===== src/rtl/count_pkg.sv =====
// Shared definitions for the count sequencer: state encoding and default widths.
package count_pkg;

    localparam int STATE_W = 3;
    localparam int DEF_W   = 4;
    localparam int DEF_PW  = 8;

    typedef enum logic [STATE_W-1:0] {
        ST_IDLE = 3'd0,
        ST_LOAD = 3'd1,
        ST_RUN  = 3'd2,
        ST_HOLD = 3'd3,
        ST_DONE = 3'd4
    } state_t;

    function automatic logic is_busy(input state_t s);
        return (s == ST_LOAD) || (s == ST_RUN) || (s == ST_HOLD);
    endfunction

endpackage


===== src/rtl/count_sequencer_if.sv =====
// Control, configuration and status bundle between the control logic and the count sequencer.
interface count_sequencer_if
    import count_pkg::*;
#(
    parameter int W  = DEF_W,
    parameter int PW = DEF_PW
) ();

    logic          start;
    logic          stop;
    logic          pause;
    logic          auto_rld;
    logic          dir_up;
    logic [PW-1:0] prescale;
    logic [W-1:0]  load_val;
    logic [W-1:0]  term_val;
    logic [W-1:0]  count;
    logic          busy;
    logic          tc_pulse;
    logic          done;

    modport master (
        output start, stop, pause, auto_rld, dir_up, prescale, load_val, term_val,
        input  count, busy, tc_pulse, done
    );

    modport slave (
        input  start, stop, pause, auto_rld, dir_up, prescale, load_val, term_val,
        output count, busy, tc_pulse, done
    );

endinterface


===== src/rtl/count_prescaler.sv =====
// Rate divider: raises tick every prescale+1 enabled cycles; owns the prescale counter pc.
module count_prescaler #(
    parameter int PW = 8
) (
    input  logic          clk,
    input  logic          rst_n,
    input  logic          en,
    input  logic          clr,
    input  logic [PW-1:0] prescale,
    output logic          tick
);

    logic [PW-1:0] pc;

    // prescale is live, so a value below pc is only matched after pc wraps naturally
    assign tick = (pc == prescale);

    // NOTE: sequential state uses non-blocking assignments so every register samples pre-edge values.
    always_ff @(posedge clk or negedge rst_n) begin
        if (!rst_n) begin
            pc <= '0;
        end else if (clr) begin
            pc <= '0;
        end else if (en) begin
            pc <= tick ? '0 : pc + 1'b1;
        end
    end

endmodule


===== src/rtl/count_sequencer.sv =====
// Sequenced up/down counter with prescaled stepping, terminal-count detection,
// one-shot or auto-reload operation, and pause/resume/abort control.
module count_sequencer
    import count_pkg::*;
#(
    parameter int W  = DEF_W,
    parameter int PW = DEF_PW
) (
    input  logic            clk,
    input  logic            rst_n,
    count_sequencer_if.slave bus
);

    state_t         state, state_nxt;
    logic [W-1:0]   count_q, count_nxt;
    logic           tc_q, tc_nxt;
    logic           busy_q, done_q;
    logic           tick;
    logic           pre_en, pre_clr;

    // The prescaler only advances while actually running; a paused RUN cycle keeps its phase.
    assign pre_en  = (state == ST_RUN) && !bus.pause;
    assign pre_clr = (state == ST_LOAD);

    count_prescaler #(.PW(PW)) u_prescaler (
        .clk      (clk),
        .rst_n    (rst_n),
        .en       (pre_en),
        .clr      (pre_clr),
        .prescale (bus.prescale),
        .tick     (tick)
    );

    // NOTE: every variable gets a default before the case so no path infers a latch.
    always_comb begin
        state_nxt = state;
        count_nxt = count_q;
        tc_nxt    = 1'b0;

        if (bus.stop) begin
            state_nxt = ST_IDLE;
        end else begin
            unique case (state)
                ST_IDLE, ST_DONE: begin
                    if (bus.start) state_nxt = ST_LOAD;
                end
                ST_LOAD: begin
                    state_nxt = ST_RUN;
                    count_nxt = bus.load_val;
                end
                ST_RUN: begin
                    if (bus.pause) begin
                        state_nxt = ST_HOLD;
                    end else if (tick) begin
                        if (count_q == bus.term_val) begin
                            tc_nxt = 1'b1;
                            if (bus.auto_rld) count_nxt = bus.load_val;
                            else              state_nxt = ST_DONE;
                        end else begin
                            count_nxt = bus.dir_up ? count_q + W'(1) : count_q - W'(1);
                        end
                    end
                end
                ST_HOLD: begin
                    if (!bus.pause) state_nxt = ST_RUN;
                end
                default: state_nxt = ST_IDLE;
            endcase
        end
    end

    always_ff @(posedge clk or negedge rst_n) begin
        if (!rst_n) begin
            state   <= ST_IDLE;
            count_q <= '0;
            tc_q    <= 1'b0;
            busy_q  <= 1'b0;
            done_q  <= 1'b0;
        end else begin
            state   <= state_nxt;
            count_q <= count_nxt;
            tc_q    <= tc_nxt;
            busy_q  <= is_busy(state_nxt);
            done_q  <= (state_nxt == ST_DONE);
        end
    end

    assign bus.count    = count_q;
    assign bus.busy     = busy_q;
    assign bus.tc_pulse = tc_q;
    assign bus.done     = done_q;

endmodule


===== src/flat_wrapper.sv =====
// flat-port wrapper written by rule: the top's interface ports become plain ports
module count_sequencer_flat import count_pkg::*;
#(
    parameter int W  = DEF_W,
    parameter int PW = DEF_PW
)
  (clk, rst_n, bus_start, bus_stop, bus_pause, bus_auto_rld, bus_dir_up, bus_prescale, bus_load_val, bus_term_val, bus_count, bus_busy, bus_tc_pulse, bus_done);
  count_sequencer_if #(.W(W), .PW(PW)) bus_i ();
  input  logic clk;
  input  logic rst_n;
  input wire logic [$bits(bus_i.start)-1:0] bus_start;
  input wire logic [$bits(bus_i.stop)-1:0] bus_stop;
  input wire logic [$bits(bus_i.pause)-1:0] bus_pause;
  input wire logic [$bits(bus_i.auto_rld)-1:0] bus_auto_rld;
  input wire logic [$bits(bus_i.dir_up)-1:0] bus_dir_up;
  input wire logic [$bits(bus_i.prescale)-1:0] bus_prescale;
  input wire logic [$bits(bus_i.load_val)-1:0] bus_load_val;
  input wire logic [$bits(bus_i.term_val)-1:0] bus_term_val;
  output wire logic [$bits(bus_i.count)-1:0] bus_count;
  output wire logic [$bits(bus_i.busy)-1:0] bus_busy;
  output wire logic [$bits(bus_i.tc_pulse)-1:0] bus_tc_pulse;
  output wire logic [$bits(bus_i.done)-1:0] bus_done;
  assign bus_i.start = bus_start;
  assign bus_i.stop = bus_stop;
  assign bus_i.pause = bus_pause;
  assign bus_i.auto_rld = bus_auto_rld;
  assign bus_i.dir_up = bus_dir_up;
  assign bus_i.prescale = bus_prescale;
  assign bus_i.load_val = bus_load_val;
  assign bus_i.term_val = bus_term_val;
  assign bus_count = bus_i.count;
  assign bus_busy = bus_i.busy;
  assign bus_tc_pulse = bus_i.tc_pulse;
  assign bus_done = bus_i.done;
  count_sequencer #(.W(W), .PW(PW)) u_core (.clk(clk), .rst_n(rst_n), .bus(bus_i));
endmodule

===== config.mk =====
export PLATFORM = sky130hd
export DESIGN_NAME = count_sequencer_flat
export DESIGN_NICKNAME = d
export VERILOG_FILES = /design/src/rtl/count_pkg.sv /design/src/rtl/count_sequencer_if.sv /design/src/rtl/count_prescaler.sv /design/src/rtl/count_sequencer.sv /design/src/flat_wrapper.sv
export SDC_FILE = /design/constraint.sdc
export NUM_CORES = 1
export LEC_CHECK = 0
export CAP_MARGIN = 20
export CORE_MARGIN = 8
export CORE_UTILIZATION = 39
export CTS_BUF_LIST = sky130_fd_sc_hd__clkbuf_4 sky130_fd_sc_hd__clkbuf_8
export DETAILED_ROUTE_END_ITERATION = 8
export GPL_ROUTABILITY_DRIVEN = 0
export GPL_TIMING_DRIVEN = 0
export HOLD_SLACK_MARGIN = 0.06
export PLACE_DENSITY = 0.66
export SYNTH_ARGS = -nofsm -noshare
export SYNTH_HDL_FRONTEND = slang
export SYNTH_SLANG_ARGS = --single-unit

===== constraint.sdc =====
create_clock -name clk -period 4.4 [get_ports clk]
set_input_delay 0.66 -clock clk [delete_from_list [all_inputs] [get_ports clk]]
set_output_delay 0.66 -clock clk [all_outputs]
set_load 0.01 [all_outputs]

==> impl_metrics.ini <==
[route]
drt_iter0_drc = 23
drc_errors = 0
ant_nets = 0
drtPass1Iterations = 4
routed_via_density = 5.24
drt_wl_total_um = 2740
drt-wirelength-per-cell_um = 15.4
vias = 932

[hold_path]
hold_class = flop to flop
worstHoldPathCells = 2
whs_endpoint = u_core.u_prescaler.pc[7]
hold_path_startpoint = u_core.u_prescaler.pc[7]

[timing]
finalHoldViolCount = 0
min_period_over_period_pct = 53.6
slew_headroom_pct = 44.6
rsz0062_at_grt = false
skew_ns = 0.00102
fmax_mhz = 424
finalSetupViolCount = 0
finalSetupTns_ns = 0
period_minus_slack_ns = 2.36
slew_viol_final = 0
fin_hold_ws_ns = 0.575
worst_pin_slew_ns = 0.828

[cts]
cts_tree = done
h-tree-depth = 1
cts_setup_buffers = 0
clk_transition_reported_paths_ns = 0.10
cts_hold_buf = 0
cts_buffers = 3
clockBufferDepth = 2
cts-root-buf = clkbuf_4
post_cts_resized = 0
cts_sinks = 18
clock_latency_ns = 0.29

[yosys]
synthTopCellsByArea = dfrtp_1 (39%), xnor2_1 (8.3%), xor2_1 (6.8%)
synth_seq_area_share_pct = 38.6
async_flop_share_pct = 100
synth_top_area_cell = dfrtp_1
ys_seq_elements = 18
yosys_most_used_dff = dfrtp_1
synth_cells = 112
avgSynthCellArea_um2 = 10.4
ys_warn_count = 0
synthMostInstantiatedCell = dfrtp_1
synth_cell_types = 37
synth_edf_count = 0
synth_top_area_share_pct = 38.6
syn-num-nets = 139
synthTopCellsByCount = dfrtp_1 (18), nor2_1 (11), xnor2_1 (11)
synthesis.area_mm2 = 0.00117

[placement]
numPortBuffers = 29
dp_hpwl_um = 2210
post-place-cells = 174

[power_and_ir_drop]
cellInternalPower_w = 0.000375
p_sw_share_pct = 32.9
irDropWorstVdd_mv = 0.219
pwr-share-seq_pct = 41.6
p_comb_share_pct = 40.1
leakagePower_nw = 0.646
p_per_area_mw_per_mm2 = 365
switching_power_w = 0.000184
p_total_w = 0.000560
pwr-share-clk_pct = 18.3

[critical_path]
end_kind = flop
cp.required_ns = 4.59
r2r-start = u_core.u_prescaler.pc[6]
rrSetupSlack_ns = 2.42
r2r-end = u_core.bus.count[1]
r2r_cells = 5
worstSetupStartpointType = primary input
path_class = primary input to flop
crit_arrival_ns = 2.55
cp_max_fo = 4

[layout]
insertedDiodeCount = 0
fin_cells = 178
fin_nets = 173
area_delta_synth_final_pct = 31.5
post-route-util_pct = 51.9
drive_gt1_share_pct = 11.0

[floorplan]
die_width_um = 70.7
die_h_um = 70.7
core_mm2 = 0.00295
start_util_pct = 39.5
ios = 30
rows = 20
die-area_mm2 = 0.00500

[job]
maxCapViolations = 0

[global_routing]
antenna_found_initial = 0
grt_start_max_net_pins = 19
first_global_vias = 1062
track_usage_pct = 11.4
grt-ovfl-total = 0
grt_pass1_wl_um = 4650

[outcome]
outcome = completed
sequential cells by signal, summed over array words and instances, names as in the netlist:
| signal | cells |
|---|---|
| u_core.bus.busy | 1 |
| u_core.bus.count | 4 |
| u_core.bus.done | 1 |
| u_core.bus.tc_pulse | 1 |
| u_core.state | 3 |
| u_core.u_prescaler.pc | 8 |
how the worst max path moves through the flow:
stage	start	endpoint	cells after the start
3_3_place_gp	bus_prescale[7]	u_core.bus.count[2]	6
5_1_grt	bus_prescale[1]	u_core.bus.count[2]	6
6_report	bus_pause	u_core.bus.count[1]	5
2_1_floorplan	bus_prescale[7]	u_core.bus.count[1]	5
3_5_place_dp	bus_pause	u_core.bus.count[1]	5
4_1_cts	bus_pause	u_core.bus.count[1]	5
power by group through the flow:
stage | sequential [W] | combinational, W | clock [W]
after global placement | 0.000235 | 0.000222 | 0
after CTS | 0.000234 | 0.000229 | 0.000109
final | 0.000233 | 0.000224 | 0.000103
after floorplan | 0.000237 | 0.000131 | 0
after global routing | 0.000239 | 0.000251 | 0.000115
after detailed placement | 0.000236 | 0.000228 | 0
final cells by class:
| cell class | count | area (um^2) |
|---|---|---|
| plain buffers | 1 | 3.75 |
| clock buffers | 4 | 36.3 |
| fillers | 302 | 1420 |
| inverters | 3 | 11.3 |
| multi-input cells | 90 | 701 |
| flip-flops and latches | 18 | 450 |
| well taps | 33 | 41.3 |
| repair buffers | 29 | 290 |
critical path, stage by stage:
cell	delay, ns
clkdlybuf4s50_1	0.48
nor4b_2	0.48
a31oi_1	0.18
or3_4	0.44
mux2_4	0.31
metrics by stage:
stage	setup WS, ns	area, um^2
finish	2.04	1530
global route	1.98	1530
CTS	2.05	1530
detailed placement	1.72	1500
global placement	1.74	1500
floorplan	2.32	1170
placed cells by master, fill, tap and decap left out, types with 2 or more instances in the layout:
cell type,count
nor3b_1,2
clkbuf_4,3
inv_1,3
a21o_1,3
nor3_1,5
mux2_4,3
nor4_1,2
clkdlybuf4s50_1,29
dfrtp_1,18
a31oi_1,2
ha_1,3
nor2_1,11
xnor2_1,11
a21oi_1,4
o31ai_1,2
nor4_4,2
xor2_1,9
and4_1,2
mux2_2,3
nand2_1,8
cell families after synthesis:
group / share of synthesized area [%]
adder cells (fa/ha/maj): 4.94
AO/OA/AOI/OAI: 10.3
buffers and inverters: 1.29
flip-flops: 38.6
AND/OR/NAND/NOR: 23.1
XOR/XNOR: 15.0
multiplexers: 6.76
per-layer routing:
layer  wire (um)  track usage (%)  vias to the layer above
met5           0                0                        -
met4          42             4.16                        0
met3         138             2.82                        5
met2        1340             20.7                       28
met1        1230             12.5                      433
li1            -                -                      466
(Power assumes the default switching activity.)
